--- src/rtl/alu_sevenseg_display.sv ---
// Captures an ALU result and shows it on a 4-digit multiplexed seven-segment display.
// Decimal mode uses a sequential shift-add-3 BCD converter; hex mode shows raw nibbles.
module alu_sevenseg_display #(
  parameter int unsigned DATA_WIDTH = 8,
  parameter int unsigned CLK_HZ     = 100000000,
  parameter int unsigned REFRESH_HZ = 1000
) (
  input  logic                  clk,
  input  logic                  reset_n,
  input  logic                  load,
  input  logic [DATA_WIDTH-1:0] result,
  input  logic                  signed_mode,
  input  logic                  hex_mode,
  output logic                  busy,
  output logic [3:0]            an,
  output logic [6:0]            seg,
  output logic                  dp
);

  localparam int unsigned TICK_DIV = CLK_HZ / (4 * REFRESH_HZ);
  localparam int unsigned PRE_W    = $clog2(TICK_DIV);
  localparam int unsigned CNT_W    = 3;
  localparam int unsigned BCD_W    = 12;

  // Display character codes: 0..15 are hex digits, plus blank and minus.
  localparam logic [4:0] CH_BLANK = 5'h10;
  localparam logic [4:0] CH_MINUS = 5'h11;

  localparam logic [1:0] S_IDLE   = 2'd0;
  localparam logic [1:0] S_CONV   = 2'd1;
  localparam logic [1:0] S_COMMIT = 2'd2;

  logic [1:0]            state_q, state_d;
  logic                  busy_q, busy_d;
  logic [CNT_W-1:0]      cnt_q, cnt_d;
  logic [DATA_WIDTH-1:0] mag_q, mag_d;
  logic [BCD_W-1:0]      bcd_q, bcd_d;
  logic                  neg_q, neg_d;
  logic [DATA_WIDTH-1:0] cap_q, cap_d;
  logic                  pend_q, pend_d;
  logic [3:0][4:0]       dig_q, dig_d;
  logic [PRE_W-1:0]      presc_q, presc_d;
  logic [1:0]            idx_q, idx_d;

  logic [BCD_W-1:0]      bcd_adj;
  logic [7:0]            hex8;
  logic                  neg_c;
  logic [4:0]            sel;

  // Next-state logic for capture, conversion and scan.
  always_comb begin
    state_d = state_q;
    busy_d  = busy_q;
    cnt_d   = cnt_q;
    mag_d   = mag_q;
    bcd_d   = bcd_q;
    neg_d   = neg_q;
    cap_d   = cap_q;
    pend_d  = pend_q;
    dig_d   = dig_q;
    presc_d = presc_q;
    idx_d   = idx_q;
    bcd_adj = bcd_q;
    hex8    = 8'(cap_q);
    neg_c   = signed_mode & result[DATA_WIDTH-1];

    if (presc_q == PRE_W'(TICK_DIV - 1)) begin
      presc_d = '0;
      idx_d   = idx_q + 2'd1;
    end else begin
      presc_d = presc_q + PRE_W'(1);
    end

    for (int i = 0; i < 3; i++) begin
      if (bcd_q[i*4 +: 4] >= 4'd5) bcd_adj[i*4 +: 4] = bcd_q[i*4 +: 4] + 4'd3;
    end

    case (state_q)
      S_IDLE: begin
        if (pend_q) begin
          dig_d  = {CH_BLANK, CH_BLANK,
                    (DATA_WIDTH > 4) ? {1'b0, hex8[7:4]} : CH_BLANK,
                    {1'b0, hex8[3:0]}};
          pend_d = 1'b0;
        end
        if (load) begin
          if (hex_mode) begin
            cap_d  = result;
            pend_d = 1'b1;
          end else begin
            // W-bit negation is enough: the most negative value's magnitude fits unsigned.
            mag_d   = neg_c ? (~result + DATA_WIDTH'(1)) : result;
            neg_d   = neg_c;
            bcd_d   = '0;
            cnt_d   = '0;
            busy_d  = 1'b1;
            state_d = S_CONV;
          end
        end
      end
      S_CONV: begin
        bcd_d = BCD_W'({bcd_adj, mag_q[DATA_WIDTH-1]});
        mag_d = mag_q << 1;
        cnt_d = cnt_q + CNT_W'(1);
        if (cnt_q == CNT_W'(DATA_WIDTH - 1)) state_d = S_COMMIT;
      end
      S_COMMIT: begin
        dig_d[0] = {1'b0, bcd_q[3:0]};
        dig_d[1] = (bcd_q[11:4] == 8'd0) ? CH_BLANK : {1'b0, bcd_q[7:4]};
        dig_d[2] = (bcd_q[11:8] == 4'd0) ? CH_BLANK : {1'b0, bcd_q[11:8]};
        dig_d[3] = neg_q ? CH_MINUS : CH_BLANK;
        busy_d   = 1'b0;
        state_d  = S_IDLE;
      end
      default: state_d = S_IDLE;
    endcase
  end

  always_ff @(posedge clk or negedge reset_n) begin
    if (!reset_n) begin
      state_q <= S_IDLE;
      busy_q  <= 1'b0;
      cnt_q   <= '0;
      mag_q   <= '0;
      bcd_q   <= '0;
      neg_q   <= 1'b0;
      cap_q   <= '0;
      pend_q  <= 1'b0;
      dig_q   <= {CH_BLANK, CH_BLANK, CH_BLANK, 5'h00};
      presc_q <= '0;
      idx_q   <= '0;
    end else begin
      state_q <= state_d;
      busy_q  <= busy_d;
      cnt_q   <= cnt_d;
      mag_q   <= mag_d;
      bcd_q   <= bcd_d;
      neg_q   <= neg_d;
      cap_q   <= cap_d;
      pend_q  <= pend_d;
      dig_q   <= dig_d;
      presc_q <= presc_d;
      idx_q   <= idx_d;
    end
  end

  // Digit select and active-low segment decode.
  always_comb begin
    sel = dig_q[idx_q];
    an  = (sel == CH_BLANK) ? 4'b1111 : ~(4'b0001 << idx_q);
    case (sel)
      5'h00:   seg = 7'b1000000;
      5'h01:   seg = 7'b1111001;
      5'h02:   seg = 7'b0100100;
      5'h03:   seg = 7'b0110000;
      5'h04:   seg = 7'b0011001;
      5'h05:   seg = 7'b0010010;
      5'h06:   seg = 7'b0000010;
      5'h07:   seg = 7'b1111000;
      5'h08:   seg = 7'b0000000;
      5'h09:   seg = 7'b0010000;
      5'h0A:   seg = 7'b0001000;
      5'h0B:   seg = 7'b0000011;
      5'h0C:   seg = 7'b1000110;
      5'h0D:   seg = 7'b0100001;
      5'h0E:   seg = 7'b0000110;
      5'h0F:   seg = 7'b0001110;
      CH_MINUS: seg = 7'b0111111;
      default: seg = 7'b1111111;
    endcase
  end

  assign busy = busy_q;
  assign dp   = 1'b1;

endmodule

--- config.mk ---
export PLATFORM = sky130hd
export DESIGN_NAME = alu_sevenseg_display
export DESIGN_NICKNAME = d
export VERILOG_FILES = /design/src/rtl/alu_sevenseg_display.sv
export SDC_FILE = /design/constraint.sdc
export NUM_CORES = 1
export LEC_CHECK = 0
export ABC_AREA = 1
export ABC_CLOCK_PERIOD_IN_PS = 2200
export CAP_MARGIN = 20
export CORE_MARGIN = 2
export CORE_UTILIZATION = 54
export DETAILED_ROUTE_END_ITERATION = 8
export GPL_TIMING_DRIVEN = 0
export HOLD_SLACK_MARGIN = 0.02
export PLACE_DENSITY = 0.77
export RECOVER_POWER = 50
export SKIP_LAST_GASP = 1
export SLEW_MARGIN = 20
export SYNTH_ARGS = -nofsm -noshare
export SYNTH_HDL_FRONTEND = slang
export SYNTH_SLANG_ARGS = --single-unit
--- constraint.sdc ---
create_clock -name clk -period 2.2 [get_ports clk]
set_clock_uncertainty 0.1 [all_clocks]
set_input_delay 0.66 -clock clk [delete_from_list [all_inputs] [get_ports clk]]
set_output_delay 0.66 -clock clk [all_outputs]
set_load 0.005 [all_outputs]
==> impl_metrics.ini <==
[outcome]
status = finished with violations
violations = setup timing

[critical_path]
cp.required_ns = 1.44
crit_path_start_kind = flip-flop
slowest_stage = dfrtp_1
worst-path-stages = 14
crit_chain = buf_6, inv_8, nand2_4, nor2_4, a21oi_4, buf_12, buf_6, buf_6, ha_4, inv_2, nand2_1, nand3_1, nand4_1, buf_2
critical_path_class = flip-flop to output pin
rr_worst_depth = 8
path_buf_inv = 7
cpLargestDelayFamily = buffers and inverters
crit_arrival_ns = 2.06
crit_fanout = 6
crit_top_cell = buf_6
crit_path_end_kind = output pin
cpPeakStageDelay_ns = 0.40

[final_layout]
final_area_sq_um = 4710
final_common_cell = nand2_1
finalNetCount = 586
drive_above_1_share = 0.172
syn2layout_area_growth_pct = 20.9
final_cell_mix = 108 x nand2_1, 65 x dfrtp_1, 59 x inv_1
fill_cells = 580
diodes = 0

[drt]
via_count = 3492
avgViaCountPerCell = 5.35
drt_iter0_markers = 309
drt_first_pass_iters = 6
drc_errors = 0
wl_microns = 9220
antenna_left = 0
post_drt_wl_per_cell_microns = 14.1

[floorplan]
dieWidth_microns = 88.9
io_pins = 26
fp.dieH_microns = 88.9
dieArea_sq_um = 7910
initial_core_util = 0.567
core_sq_um = 6870
rows = 30

[placed_design]
pre_cts_slack_ns = -0.677
io_buffer_count = 24
place_area_sq_um = 4300
hpwlAfterDp_microns = 6410
place.gp.congestion = 0.895

[synth]
netlist_instances = 495
async_reset_ff_frac = 1.00
synthTopCellsByArea = dfrtp_1 42%, nand2_1 11%, ha_1 6.7%
ys.flop_type = dfrtp_1
yosysTopAreaCell = dfrtp_1
seq_area_frac_synth = 0.438
synth_area_sq_um = 3890
synth_cell_types = 38
syn_area_per_cell_sq_um = 7.87
synth.yosys.warnings = 0
synth-seq-cells = 68
synth_edf_count = 0
synth.top_cell.area_share = 0.424
syn_nets = 529

[timing]
period_share = 1.28
period_needed_ns = 2.82
relSlewSlack = 0.216
setup_viol = 11
worstMarginPinSlew_ns = 1.18
rsz0062_at_grt = true
drv_slew = 0
finalHoldViolCount = 0
fmax_mhz = 355
fin_ws_ns = -0.616

[min_path]
hp-class = flip-flop to flip-flop
holdPathStages = 1

[clock_network]
root_buffer = clkbuf_8
clock_sinks = 68
path_clk_slew_ns = 0.07
cts_made_buffers = 9
clockBufferDepth = 2
cts_tree = yes
htreeDepth = 3
clk_latency_ns = 0.36

[grt]
grt.overflow.total = 0
grt_usage = 0.252
grt_pass1_vias = 3324
grt_max_degree = 47
grt_pass1_wl_microns = 15400
antenna_found_initial = 0

[power]
p_clk_frac = 0.197
pwr_density_cell_nw_per_um2 = 1130
p_leak_nw = 2.36
switchingPower_mw = 2.11
seqPwrFrac = 0.364
power.total_mw = 5.33
combPwrFrac = 0.439
ir_drop_mv = 0.693
p_int_mw = 3.22
netSwitchingFraction = 0.397

[job]
drv_cap = 0
cell usage after synthesis, types with 2 or more instances:
master and n:
a22o_1 3, buf_2 3, nand3_1 47, o21ai_0 46, o22ai_1 7, ha_1 21
nand4_1 6, inv_1 64, nand2_1 117, o221ai_1 3, nor3_1 7, dfrtp_1 66
o211ai_1 3, nand2_2 2, inv_2 4, buf_6 3, dfstp_2 2, buf_4 2
a21oi_1 16, nor2_1 46, xor2_1 9, nor2_4 2
state kept, by name, indices dropped and copies added, names as in the netlist:
name     cells
bcd_q       12
busy         1
cap_q        8
cnt_q        3
dig_q       15
idx_q        2
mag_q        8
neg_q        1
pend_q       1
presc_q     15
state_q      2
power groups by stage:
stage / clock network [mW] / registers [mW] / logic [mW]
5_1_grt: 1.12 / 1.98 / 2.64
3_3_place_gp: 0 / 1.93 / 2.04
2_1_floorplan: 0 / 1.86 / 1.52
4_1_cts: 1.06 / 1.93 / 2.31
6_report: 1.05 / 1.94 / 2.34
3_5_place_dp: 0 / 1.95 / 2.14
final cells by class:
class                      count  area (sq um)  share of cell area
multi-input combinational    348          1970               0.418
sequential                    68          1710               0.362
clock buffer                  15           166              0.0353
timing repair buffer          45           368              0.0781
timing repair inverter         1          6.26             0.00133
inverter                      71           282              0.0598
buffer                         8          63.8              0.0135
tap                           96           120              0.0255
clock inverter                 1          30.0             0.00638
worst paths after layout:
path	slack, ns	end	start
max	-0.62	seg[0]	idx_q[0]
min	0.37	presc_q[0]	presc_q[0]
min in group asynchronous	0.41	presc_q[6]	reset_n
max in group asynchronous	0.25	idx_q[1]	reset_n
max reg2reg	0.41	idx_q[1]	presc_q[0]
min reg2reg	0.37	presc_q[0]	presc_q[0]
logic make-up after synthesis:
family / after synthesis / share of synthesized area
AO/OA/AOI/OAI: 86 / 0.130
flip-flops: 68 / 0.438
buffers and inverters: 79 / 0.0867
adder cells (fa/ha/maj): 21 / 0.0675
multiplexers: 1 / 0.00289
XOR/XNOR: 9 / 0.0202
other: 1 / 0.000963
AND/OR/NAND/NOR: 230 / 0.254
timing repair:
| item | 4_1_cts | 5_1_grt |
|---|---|---|
| gates cloned | 1 | 0 |
| setup buffers | 16 | 5 |
| hold buffers | 0 | 0 |
| endpoints found under the setup margin | 11 | 11 |
| pin swaps | 11 | 8 |
| resized for setup | 60 | 12 |
worst register-to-register path: cells and delay by family (launching register included):
kind,cells,cell delay (ns)
AND/OR/NAND/NOR,5,0.79
adder cells (fa/ha/maj),1,0.17
buffers and inverters,2,0.25
flip-flops,1,0.37
metal layers:
layer / vias to the layer above / wire [microns] / GRT usage
met4: 0 / 110 / 0.0678
met1: 1670 / 4180 / 0.344
met3: 12 / 435 / 0.0462
li1: 1728 / - / -
met5: - / 0 / 0
met2: 82 / 4490 / 0.419
per-stage QoR:
stage	util	hold slack, ns	std cells	TNS (ns)
2_1_floorplan	-	0.264	495	0
3_3_place_gp	0.622	0.355	615	-129.34
3_5_place_dp	0.626	0.357	616	-6.46
4_1_cts	0.685	0.100	649	-5.27
5_1_grt	0.686	0.384	653	-14.47
6_report	0.686	0.367	653	-5.24
No activity file was read; power rests on OpenSTA's default activity.
==> RTL change 1 (config.mk and constraints unchanged) <==
Put a register stage on the output `an`, with the module's reset. The value now appears one clock later. The other outputs are not delayed to match.
--- a/src/rtl/alu_sevenseg_display.sv
+++ b/src/rtl/alu_sevenseg_display.sv
@@ -31,2 +31,4 @@
   localparam logic [1:0] S_COMMIT = 2'd2;
+
+  logic [3:0] an_d;
 
@@ -149,3 +151,3 @@
     sel = dig_q[idx_q];
-    an  = (sel == CH_BLANK) ? 4'b1111 : ~(4'b0001 << idx_q);
+    an_d = (sel == CH_BLANK) ? 4'b1111 : ~(4'b0001 << idx_q);
     case (sel)
@@ -175,2 +177,10 @@
 
+  always_ff @(posedge clk or negedge reset_n) begin
+    if (!reset_n) begin
+      an <= '0;
+    end else begin
+      an <= an_d;
+    end
+  end
+
 endmodule
Behaviour: not the same (a bounded check fails within 4 cycles, from zero or initial values and one cycle with reset_n low).
==> RTL change 1 against the unedited design <==
The run ends with capacitance limit, slew limit, setup timing left; synthesized cell count up 0.40%; cell area increased by 4.4%; worst setup slack got worse by 0.032 ns; sequential cell count is 4 higher; routed wire length rose by 3.9%; count of clock-buffer cells in the layout decreased by 2; synthesized area rose by 3.6%; total power increased by 3.6%.
==> RTL change 1: results (changes against the unedited design) <==
[critical_path]
crit_fanout = 7  ; +1
crit_arrival_ns = 2.09  ; +0.03 ns
regToRegSetupSlack_ns = 0.37  ; -0.04 ns
critPathCapture = seg[3]

[sta]
slew_headroom_pct = -6.925  ; -29 points
drv_slew = 32  ; +32
timing.final.ws_setup_ns = -0.6484  ; -0.03235 ns
setup_viol = 7  ; -4

[grt]
grt_first_pass_wirelength_um = 15950  ; +3.4%
grt_max_degree = 43  ; -8.5%
grtUsageTotal_pct = 24.53  ; -0.68 points

[synthesis]
synth_xor_xnor_area_share_pct = 2.387  ; +0.36 points
ys_seq_area_share_pct = 44.70  ; +0.95 points
synthAdderAreaFrac_pct = 6.510  ; -0.24 points
synthMuxAreaShare_pct = 0.5580  ; +0.27 points
synth_compound_area_share_pct = 11.56  ; -1.5 points
synthesis.nets = 531  ; +0.38%
synthTopCellsByArea = dfrtp_1 43%, nand2_1 11%, ha_1 6.5%
synth_cells = 497  ; +0.40%

[placement]
place_ws_ns = -0.7346  ; -0.05799 ns
hpwl_um = 6346  ; -0.94%
dp_cells = 621  ; +0.81%
gp_congestion = 0.8894  ; -0.58%

[pwr]
vdd_drop_max_mv = 0.6648  ; -4.0%
power_leakage_nw = 2.407  ; +2.0%

[job]
drv_cap = 1  ; +1

[cts]
post_cts_resized = 57  ; -5.0%
cts_setup_buffers = 15  ; -1

[route]
drt-pass1-iter-count = 4  ; -2
num_vias = 3577  ; +2.4%
wl_um = 9573  ; +3.9%

[layout]
drive_above_1_share_pct = 17.38  ; +0.15 points
layout.nets = 587  ; +0.17%

[run_status]
status = finished, violations left
violations = capacitance limit, slew limit, setup timing

RTL change 1: cell count changes after synthesis, sizes merged, moves of 3 or more:
cell	delta
inv	-3
nor2	-6
nand3	+3
nand2	+3
dfrtp	+4
o21ai	-3
RTL change 1: worst min path at each step:
stage	to	slack (ns)	cells after the start
floorplan	an[0]	0.26	0
global placement	presc_q[0]	0.35	1
detailed placement	presc_q[0]	0.35	1
CTS	presc_q[14]	0.12	1
global route	presc_q[0]	0.40	1
finish	presc_q[0]	0.36	1
RTL change 1: per-stage QoR:
step,TNS [ns],instance area (um2)
global placement,-147.97,4417
CTS,-3.650,4845
detailed placement,-4.526,4434
global route,-6.903,4918
floorplan,-0.005174,4053
finish,-4.226,4918
RTL change 1: final cells by class:
type | instances | area [um2]
fillers | 571 | 2335
plain buffers | 8 | 75.07
well taps | 99 | 123.9
repair buffers | 45 | 382.9
flip-flops and latches | 72 | 1805
multi-input cells | 350 | 2043
clock buffers | 13 | 148.9
clock inverters | 3 | 65.06
inverters | 67 | 274.0
RTL change 1: report_power, final:
part / switching (mW) / leakage, nW / internal (mW)
Sequential: 0.284 / 0.906 / 1.72
Combinational: 1.38 / 1.39 / 0.979
Clock: 0.484 / 0.108 / 0.669
RTL change 1: layer usage:
layer,track usage [%],vias up,routed length [um]
met2,43.73,87,4933
met1,28.27,1708,3977
li1,-,1751,-
met5,0,-,0
met3,4.424,31,338
met4,12.31,0,323
RTL change 1: worst max-delay path: stages (launching register included):
cell and delay (ns):
dfrtp_1 0.40, buf_6 0.15, clkinv_8 0.07, nand2_8 0.05, nor2_4 0.13, a21oi_4 0.06, buf_6 0.13, buf_6 0.11
ha_4 0.26, nand2_1 0.05, nand3_1 0.10, nand3_1 0.07, buf_2 0.13
==> RTL change 2 (config.mk and constraints unchanged) <==
Made on the original files. The parameter `REFRESH_HZ` goes from 1000 to 250.
--- a/src/rtl/alu_sevenseg_display.sv
+++ b/src/rtl/alu_sevenseg_display.sv
@@ -5,3 +5,3 @@
   parameter int unsigned CLK_HZ     = 100000000,
-  parameter int unsigned REFRESH_HZ = 1000
+  parameter int unsigned REFRESH_HZ = 250
 ) (
Check against the original RTL: same outputs for any inputs over 10 cycles, from zero or initial values and one cycle with reset_n low; that may be too few to reach the edited logic, so the function may still have changed.
==> RTL change 2 against the unedited design <==
The flow still finishes with violations (setup timing); synthesized area rose by 0.35%; highest routed layer unchanged; combinational power down 3%; cell area up 4.6%; sequential share of layout area down 0.58 points; worst setup slack barely moved; largest power group unchanged; sequential cell count increased by 2; routed wire length up 2.6%; total power is 4.2% higher.
==> RTL change 2: results (changes against the unedited design) <==
[grt]
grt_pass1_vias = 3176  ; -4.5%
grt_first_pass_wirelength_um = 14540  ; -5.7%
grt_max_degree = 59  ; +26%
grtUsageTotal_pct = 23.51  ; -1.7 points

[synthesis]
synthTopCellsByArea = dfrtp_1 44%, nand2_1 9.2%, o21ai_0 6.9%
synthAdderAreaFrac_pct = 6.722  ; -0.024 points
ys_seq_area_share_pct = 44.88  ; +1.1 points
synthMuxAreaShare_pct = 0.5762  ; +0.29 points
synth_compound_area_share_pct = 15.56  ; +2.5 points
synthTopCellsByCount = 96 x nand2_1, 68 x dfrtp_1, 65 x inv_1, 54 x o21ai_0, 41 x nand3_1
synthesis.nets = 520  ; -1.7%
synth_cells = 486  ; -1.8%
synth_xor_xnor_area_share_pct = 2.017  ; -0.0071 points

[critical_path]
crit_fanout = 8  ; +2
r2r_end = bcd_q[2]
rr_worst_depth = 6  ; -2
worstReg2RegStart = bcd_q[0]
regToRegSetupSlack_ns = 0.49  ; +0.08 ns

[layout]
top_regs = presc_q (17), dig_q (15), bcd_q (12)
instances_no_fill = 651  ; -0.31%
diodes = 0  ; unchanged
drive_above_1_share_pct = 20.65  ; +3.4 points
layout.nets = 581  ; -0.85%

[route]
wl_um = 9453  ; +2.6%
drtIter0Drc = 232  ; -25%
viasPerCell = 5.455  ; +2.0%
drt-pass1-iter-count = 7  ; +1

[run_status]
status = finished, violations left
violations = setup timing

[placement]
place_ws_ns = -0.6500  ; +0.02664 ns
gp_congestion = 0.8973  ; +0.30%
hpwl_um = 6102  ; -4.8%
dp_cells = 610  ; -0.97%

[pwr]
vdd_drop_max_mv = 0.5951  ; -14%
switching_share_pct = 38.01  ; -1.7 points
power_leakage_nw = 2.427  ; +2.9%

[sta]
timing.final.ws_setup_ns = -0.6158  ; +0.0002620 ns
setup_viol = 10  ; -1
worst_hold_slack_ns = 0.2267  ; -0.1404 ns
slew_headroom_pct = 48.41  ; +27 points
finalSetupTns_ns = -5.563  ; -0.3185 ns

[cts]
cts-buffers-inserted = 9  ; unchanged
clkTransAtPathRegs_ns = 0.08
clk_latency_ns = 0.34  ; -0.02 ns

[min_path]
min_path_type = input pin to asynchronous set/reset pin

RTL change 2: cell types whose count changed after synthesis, moves of 3 or more:
cell and change:
buf_2 +3, nor2_2 +3, a21oi_1 +6, o22ai_1 +5, o21ai_0 +8, nand3_1 -6
nor2_1 -9, nand2_2 +3, nand2_1 -21
RTL change 2: critical path, cell delays in order (launching register included):
cell      delay [ns]
dfrtp_1         0.37
buf_6           0.17
inv_8           0.06
nand2_8         0.07
nor2_4          0.04
a21oi_4         0.25
inv_4           0.08
buf_6           0.14
ha_4            0.16
nand2_4         0.06
nand2_2         0.05
nand2_1         0.06
nand3_1         0.07
clkbuf_2        0.13
RTL change 2: logic make-up (layout without fill, tap and decap cells):
group / after synthesis / count (layout)
AOI/OAI and AO/OA: 107 / 107
xor gates and xnor gates: 9 / 9
adders and majority gates: 21 / 21
buffers and inverters: 79 / 145
DFF: 70 / 70
muxes: 2 / 2
other: 1 / 1
and+or+nand+nor: 197 / 197
RTL change 2: routing by layer:
layer / share of wire (%) / GRT usage, % / wire length (um) / vias up
li1: - / - / - / 1734
met1: 44 / 32.20 / 4202 / 1679
met2: 50 / 36.97 / 4683 / 108
met3: 3.4 / 3.693 / 320 / 30
met4: 2.6 / 10.72 / 247 / 0
met5: 0 / 0 / 0 / -
RTL change 2: how the worst max path moves through the flow:
stage             start       end  slack [ns]  depth (start not counted)
6_report       idx_q[0]    seg[3]       -0.62                         13
4_1_cts        idx_q[0]    seg[0]       -0.79                         11
2_1_floorplan  idx_q[0]    seg[0]       0.002                         10
3_3_place_gp    reset_n  bcd_q[8]       -1.99                          1
3_5_place_dp   idx_q[0]    seg[0]       -0.65                         11
5_1_grt        idx_q[0]    seg[3]       -0.68                         13
RTL change 2: metrics by stage:
stage                     power (mW)  instance area (um2)
final                          5.555                 4927
after global routing           5.927                 4927
after CTS                      5.274                 4760
after detailed placement       3.889                 4310
after global placement         3.790                 4285
after floorplan                3.242                 3921
RTL change 2: power groups by stage:
stage	logic, mW	registers [mW]	clock network, mW
global placement	1.83	1.96	0
global route	2.52	2.02	1.38
CTS	1.99	1.97	1.32
finish	2.27	1.98	1.31
detailed placement	1.91	1.98	0
floorplan	1.35	1.89	0
RTL change 2: area by class of cell:
class,instances,area [um2]
Multi-Input combinational cell,337,2041
Buffer,8,48.80
Inverter,71,281.5
Clock buffer,11,151.4
Fill cell,585,2210
Sequential cell,70,1755
Clock inverter,5,103.9
Timing Repair Buffer,50,421.7
Tap cell,99,123.9
RTL change 2: repair_timing:
action                                  CTS  global route
endpoints found under the setup margin   11            11
pin swaps                                 6            14
setup buffers                            14            14
gates resized for setup                  49            45
hold endpoints to repair                  0             0
